### src/rtl/seq_muldiv.sv
// rtl/seq_muldiv.sv - multi-cycle shift-add multiplier / restoring divider sharing one datapath
// Optional build macro MULDIV_SIGNED_EN adds the SGN port for two's-complement operands.
module seq_muldiv #(
    parameter int N = 4
) (
    input  logic           CLK,
    input  logic           N_RESET,
    input  logic           START,
    input  logic           OP,
    input  logic [N-1:0]   A,
    input  logic [N-1:0]   B,
`ifdef MULDIV_SIGNED_EN
    input  logic           SGN,
`endif
    output logic           BUSY,
    output logic           DONE,
    output logic [2*N-1:0] Y,
    output logic           DIV0
);

    localparam int CW = $clog2(N + 1);

    typedef enum logic [1:0] {
        S_IDLE = 2'd0,
        S_RUN  = 2'd1,
        S_DONE = 2'd2
    } state_t;

    state_t         r_state;
    state_t         w_state_nxt;

    // Accumulator: multiply keeps {partial product hi (N+1), multiplier (N)};
    // divide keeps {partial remainder (N+1), quotient/dividend (N)}.
    logic [2*N:0]   r_acc;
    logic [N-1:0]   r_b;
    logic           r_op;
    logic [CW-1:0]  r_cnt;
    logic [2*N-1:0] r_y;
    logic           r_div0;

    logic           w_accept;
    logic           w_last;
    logic [N-1:0]   w_a_mag;
    logic [N-1:0]   w_b_mag;
    logic [N:0]     w_mul_hi;
    logic [2*N:0]   w_shl;
    logic [N+1:0]   w_trial;
    logic [2*N:0]   w_acc_step;
    logic [2*N-1:0] w_y_fin;
    logic           w_div0_fin;

`ifdef MULDIV_SIGNED_EN
    logic           r_neg_q;
    logic           r_neg_r;
    logic [N-1:0]   r_a_raw;
    logic           w_neg_q;
    logic           w_neg_r;
    logic [N-1:0]   w_q_mag;
    logic [N-1:0]   w_r_mag;
`endif

    assign w_accept = (r_state == S_IDLE) && START;
    assign w_last   = (r_state == S_RUN) && (r_cnt == CW'(1));

    // Operand magnitudes loaded at accept; signed mode strips the sign here
    always_comb begin
        w_a_mag = A;
        w_b_mag = B;
`ifdef MULDIV_SIGNED_EN
        w_neg_q = 1'b0;
        w_neg_r = 1'b0;
        if (SGN) begin
            if (A[N-1]) w_a_mag = ~A + 1'b1;
            if (B[N-1]) w_b_mag = ~B + 1'b1;
            w_neg_q = A[N-1] ^ B[N-1];
            w_neg_r = A[N-1];
        end
`endif
    end

    // One multiply or divide iteration on the shared accumulator
    always_comb begin
        w_mul_hi = r_acc[2*N:N] + (r_acc[0] ? {1'b0, r_b} : '0);
        w_shl    = {r_acc[2*N-1:0], 1'b0};
        w_trial  = {1'b0, w_shl[2*N:N]} - {2'b00, r_b};
        if (!r_op)
            w_acc_step = {1'b0, w_mul_hi, r_acc[N-1:1]};
        else if (!w_trial[N+1])
            w_acc_step = {w_trial[N:0], w_shl[N-1:1], 1'b1};
        else
            w_acc_step = w_shl;
    end

    // Result formed from the last iteration, with sign fix-up in signed mode
    always_comb begin
        w_div0_fin = r_op && (r_b == '0);
        w_y_fin    = w_acc_step[2*N-1:0];
`ifdef MULDIV_SIGNED_EN
        w_q_mag = w_acc_step[N-1:0];
        w_r_mag = w_acc_step[2*N-1:N];
        if (w_div0_fin) begin
            // Divide by zero reports the raw dividend, not its magnitude
            w_y_fin = {r_a_raw, {N{1'b1}}};
        end else if (!r_op) begin
            if (r_neg_q) w_y_fin = ~w_acc_step[2*N-1:0] + 1'b1;
        end else begin
            w_y_fin = {(r_neg_r ? ~w_r_mag + 1'b1 : w_r_mag),
                       (r_neg_q ? ~w_q_mag + 1'b1 : w_q_mag)};
        end
`endif
    end

    // State register
    always_ff @(posedge CLK or negedge N_RESET) begin
        if (!N_RESET) r_state <= S_IDLE;
        else          r_state <= w_state_nxt;
    end

    // Next-state logic: IDLE -> RUN on START, RUN for N edges, DONE for one cycle
    always_comb begin
        w_state_nxt = r_state;
        case (r_state)
            S_IDLE:  if (START)  w_state_nxt = S_RUN;
            S_RUN:   if (w_last) w_state_nxt = S_DONE;
            S_DONE:  w_state_nxt = S_IDLE;
            default: w_state_nxt = S_IDLE;
        endcase
    end

    // Handshake outputs decoded from state
    always_comb begin
        BUSY = (r_state != S_IDLE);
        DONE = (r_state == S_DONE);
    end

    // Datapath: latch operands at accept, iterate in RUN, capture result on the final edge
    always_ff @(posedge CLK or negedge N_RESET) begin
        if (!N_RESET) begin
            r_acc  <= '0;
            r_b    <= '0;
            r_op   <= 1'b0;
            r_cnt  <= '0;
            r_y    <= '0;
            r_div0 <= 1'b0;
`ifdef MULDIV_SIGNED_EN
            r_neg_q <= 1'b0;
            r_neg_r <= 1'b0;
            r_a_raw <= '0;
`endif
        end else if (w_accept) begin
            r_acc <= {{(N+1){1'b0}}, w_a_mag};
            r_b   <= w_b_mag;
            r_op  <= OP;
            r_cnt <= CW'(N);
`ifdef MULDIV_SIGNED_EN
            r_neg_q <= w_neg_q;
            r_neg_r <= w_neg_r;
            r_a_raw <= A;
`endif
        end else if (r_state == S_RUN) begin
            r_acc <= w_acc_step;
            r_cnt <= r_cnt - CW'(1);
            if (w_last) begin
                r_y    <= w_y_fin;
                r_div0 <= w_div0_fin;
            end
        end
    end

    assign Y    = r_y;
    assign DIV0 = r_div0;

endmodule

### config.mk
export PLATFORM = sky130hd
export DESIGN_NAME = seq_muldiv
export DESIGN_NICKNAME = d
export VERILOG_FILES = /design/src/rtl/seq_muldiv.sv
export SDC_FILE = /design/constraint.sdc
export NUM_CORES = 1
export LEC_CHECK = 0
export BUFFER_PORTS_ARGS = -buffer_cell sky130_fd_sc_hd__buf_2
export CORE_ASPECT_RATIO = 2
export CORE_UTILIZATION = 50
export CTS_CLUSTER_SIZE = 12
export DETAILED_ROUTE_END_ITERATION = 10
export PLACE_DENSITY = 0.79
export REMOVE_ABC_BUFFERS = 1
export SLEW_MARGIN = 20
export SYNTH_ARGS = -nofsm -noshare
export SYNTH_HDL_FRONTEND = slang
export SYNTH_SLANG_ARGS = --single-unit
export TNS_END_PERCENT = 100
### constraint.sdc
create_clock -name CLK -period 1.99 [get_ports CLK]
set_input_delay 0.398 -clock CLK [delete_from_list [all_inputs] [get_ports CLK]]
set_output_delay 0.398 -clock CLK [all_outputs]
set_load 0.01 [all_outputs]
* After elaboration in Yosys (flattened, before gate mapping)
Cells that the tools add are included.
** Operators by class
- $add $sub $neg :: 3
- Reduce and logical (&&, ||, !) cells :: 9
- Muxes and demuxes :: 10
- Eq/ne operators :: 5
- Bitwise operators :: 1
** Operator list (number)
- $mux W9 :: 4
- $mux W3 :: 2
- $sub A5 B4 Y6 :: 1
- $add A5 B4 Y5 :: 1
- $logic_not A4 Y1 :: 1
- $mux W2 :: 2
- $mux W4 :: 1
- $ne A2 B2 Y1 const B :: 2
- $pmux W2 S2 :: 1
- $reduce_bool A2 Y1 :: 2
- $eq A3 B1 Y1 const B :: 1
- $logic_and A1 B1 Y1 :: 3
- $reduce_and A3 Y1 :: 1
- $sub A3 B1 Y3 const B :: 1
- $eq A2 B1 Y1 const B :: 1
- $eq A2 B2 Y1 const B :: 1
- $logic_not A2 Y1 :: 1
- $reduce_and A2 Y1 :: 1
- $not A1 Y1 :: 1
** Word-level totals
- Bits in registers :: 28
- Input bits :: 12

* Longest topological paths before layout
- Depth after elaboration :: 5
- Gate-level depth with buffers :: 9

* Worst setup path before layout
No wires, ideal clock.
- Kind :: reg-to-reg
- Start point :: reg r_acc[0]
- End point :: reg r_acc[7]
- Setup time :: 0.134 ns
- Arrival time :: 1.706 ns
- Cell stages (with the launch flop) :: 10
- Clock period less this slack :: 1.840 ns
- Path slack :: 0.150 ns
- Cell sequence :: dfrtp_1 > and2_1 > ha_1 > inv_1 > fa_1 > nand2b_1 > a21oi_1 > xnor2_1 > o32a_1 > o22ai_1
** Between the ends
- Word-level cells in the longest chain between the ends :: 5
** Ends and longest elaborated chain
- from (decl) :: line 34 : logic [2*N:0] r_acc;
- from (signal assigned) :: line 151 : r_acc <= {{(N+1){1'b0}}, w_a_mag};
- from (signal assigned) :: line 161 : r_acc <= w_acc_step;
- $mux W4 :: line 83 : w_mul_hi = r_acc[2*N:N] + (r_acc[0] ? {1'b0, r_b} : '0);
- $add A5 B4 Y5 :: line 83
- $mux W9 :: line 86 : if (!r_op)
- $mux W9 :: line 160 : end else if (r_state == S_RUN) begin
- $mux W9 :: line 150 : end else if (w_accept) begin
No other way between the ends. The select of a mux whose other input is x is not followed.
A chain may end at the register's enable or synchronous reset.

* Worst setup path in the final report
- Start point :: reg r_acc[5]
- End point :: reg r_acc[0]
** Between the ends
- Word-level cells in the longest chain between the ends :: 5
** Ends and longest elaborated chain
- $sub A5 B4 Y6 :: line 85 : w_trial = {1'b0, w_shl[2*N:N]} - {2'b00, r_b};
- $mux W9 :: line 88 : else if (!w_trial[N+1])
- $mux W9 :: line 86
- $mux W9 :: line 160
- $mux W9 :: line 150
No other way between the ends. The select of a mux whose other input is x is not followed.

==> run metrics <==
outcome finished, final reports clean; M1 WL 1.44 mm; area delta synth->final 16.8%; kind of critical path reg2reg; post-synthesis cell type count 39; met3 wire len 160 um; DRC violations left 0; cell at the slowest stage of the critical path dfrtp_1; nets 229; PD cells between 1500 and 2000 nW/um^2; clk slew on worst S/H paths 0.09 ns; syn_area_per_cell ~9.2 um^2; clock latency on the worst-skew pair approximately 0.27 ns; Final Non-Filler Cells 233; setup ws final ~0.06 ns; layout cells sized above 1 0.261; Synth Flop Type dfrtp_1; min Tclk post-route just under 2 ns; number of synthesized flops with an enable pin 0; die area between 3000 and 4000 um^2; met2 WL approximately 2.3 mm; drt pass-1 iters 5; post-synthesis register bit count 28; max_slew headroom 0.576; share of the yosys chip area belonging to registers 0.435; global-route wire length before repair ~6.5 mm; critical path cell sequence ha_1 -> nor2_1 -> a21oi_4 -> nor3_4 -> a21oi_1 -> a221o_1; setup slack, reg-to-reg 0.06 ns; Worst Path Required roughly 2.2 ns; # rows 28; starting density of the core 0.535; vias in the first global route between 1000 and 1500; Horiz. Die Dim about 42 um; unrepaired setup endpoints after global routing true; pin count of the biggest net entering global routing 29; Via density approximately 6; r2r startpoint r_acc[5]; gp weighted congestion 0.939; Setup crit start r_acc[5]; hold-fix buffers at CTS 0; dpl cells about 230; initial antenna violation count 0; Max VDD drop 0.000898 V; post-synth top area cell dfrtp_1; diodes inserted 0; CP endpoint kind flip-flop; max frequency 518 MHz; Slew @ Worst Pin roughly 0.64 ns; Overflow after GRT 0; Pwr Total 3.56 mW; clock tree buffer depth 2; vias ~1400; Setup TNS Final 0 ns; Cells after Synth roughly 180; critical path peak fanout 5; Hold Crit Class in2async; pre-CTS setup slack -0.0497 ns; top-count cell post-synth nand2_1; Post-Syn Area between 1500 and 2000 um^2; CTS root buffer clkbuf_8; top cells by area, synth dfrtp_1 (43%), nand2_1 (8.2%), ha_1 (7.8%); GRT Total Usage 0.252; filler cell count in the final layout 263; post-DR wirelength/cell 17.7 um; Slew Viols, Final 0; endpoints failing hold 0; CP max stage delay around 0.46 ns; CTS tree yes; Port Buf Inserts 22; Iteration-0 DRC Markers 58; io pins 23; clock sink count 28; skew final slightly below 0.007 ns; startpoint types flip-flop; cts bufs inserted 3; total wire length between 4 and 5 mm; ANT nets after route 0; CP arrival around 2.1 ns; Ys Warns 0; asr flop ratio synth 1.00; Final Setup Violations 0; commonest cells in the netlist nand2_1 (35), dfrtp_1 (28), o21ai_0 (15); Synth top area share 0.435; highest layer used for signal routing met4; H-tree depth 1; P_leak a little over 0.9 nW; final worst path period share 0.970; placeable core area approximately 3000 um^2; Max-cap violations 0; die height slightly above 80 um; HPWL Detailed 3.16 mm
==> cells in the final DEF, fill, tap and decap left out, types with 2 or more instances in the layout <==
master and n:
a21oi_1 3, a21oi_2 3, a22oi_1 4, and2_1 3
buf_2 22, buf_4 7, clkbuf_8 3, dfrtp_1 27
fa_2 2, ha_1 9, inv_1 14, mux2_2 4
nand2_1 35, nand2b_1 4, nand3_1 2, nor2_1 9
nor2b_1 5, o21ai_0 14, o221a_2 2, o31ai_1 5
xnor2_1 2
==> power by group <==
group / internal, mW / switching [mW] / total, mW
clock: 0.136 / 0.169 / 0.305
combinational: 0.942 / 1.18 / 2.13
sequential: 0.836 / 0.291 / 1.13
==> flip-flops by register name, summed over array words and instances, names as in the netlist <==
name,flops
r_state,2
r_cnt,3
r_b,4
DIV0,1
r_op,1
Y,8
r_acc,9
==> per-layer routing <==
metal	track usage	vias to the layer above
li1	-	662
met1	0.251	680
met2	0.484	51
met3	0.0283	20
met4	0.159	0
met5	0	-
==> critical path: cells and delay by family, from the launching register on <==
family,cells,cell delay (ns)
AO/OA/AOI/OAI,3,0.60
adder cells (fa/ha/maj),1,0.29
flip-flops,1,0.46
AND/OR/NAND/NOR,2,0.48
==> path summary, 6_finish.rpt <==
path | end | depth (start not counted)
setup / recovery | r_acc[0] | 6
hold / removal | r_acc[6] | 1
setup reg to reg | r_acc[0] | 6
hold reg to reg | Y[5] | 2
max in group asynchronous | r_b[1] | 1
min in group CLK | r_b[1] | 3
==> through the flow <==
stage / hold WS (ns) / util / cell area (um^2)
floorplan: 0.102 / - / 1590
global placement: 0.439 / 0.587 / 1770
detailed placement: 0.450 / 0.587 / 1770
CTS: 0.153 / 0.607 / 1830
global route: 0.180 / 0.625 / 1880
finish: 0.140 / 0.625 / 1880
==> cell type report <==
class / count / area, um^2 / area share
clock buffer: 3 / 41.3 / 0.0219
inverter: 14 / 52.6 / 0.0279
multi-input combinational: 129 / 887 / 0.471
sequential: 28 / 702 / 0.373
tap: 30 / 37.5 / 0.0199
timing repair buffer: 29 / 163 / 0.0864
==> cell families (layout without fill, tap and decap cells) <==
| family | count (synthesis) | in the layout | synth area share |
|---|---|---|---|
| and+or+nand+nor | 66 | 66 | 0.193 |
| DFF | 28 | 28 | 0.435 |
| adders and majority gates | 12 | 12 | 0.102 |
| buffers and inverters | 19 | 46 | 0.0458 |
| muxes | 4 | 4 | 0.0279 |
| AOI/OAI and AO/OA | 44 | 44 | 0.180 |
| xor gates and xnor gates | 3 | 3 | 0.0163 |
==> repair_timing <==
action / in CTS / in global routing
buffers inserted: 1 / 2
resized for setup: 3 / 10
endpoints found under the setup margin: 2 / 11
endpoints found under the hold margin: 0 / 0
pin swaps: 0 / 1
(Power assumes the default switching activity.)
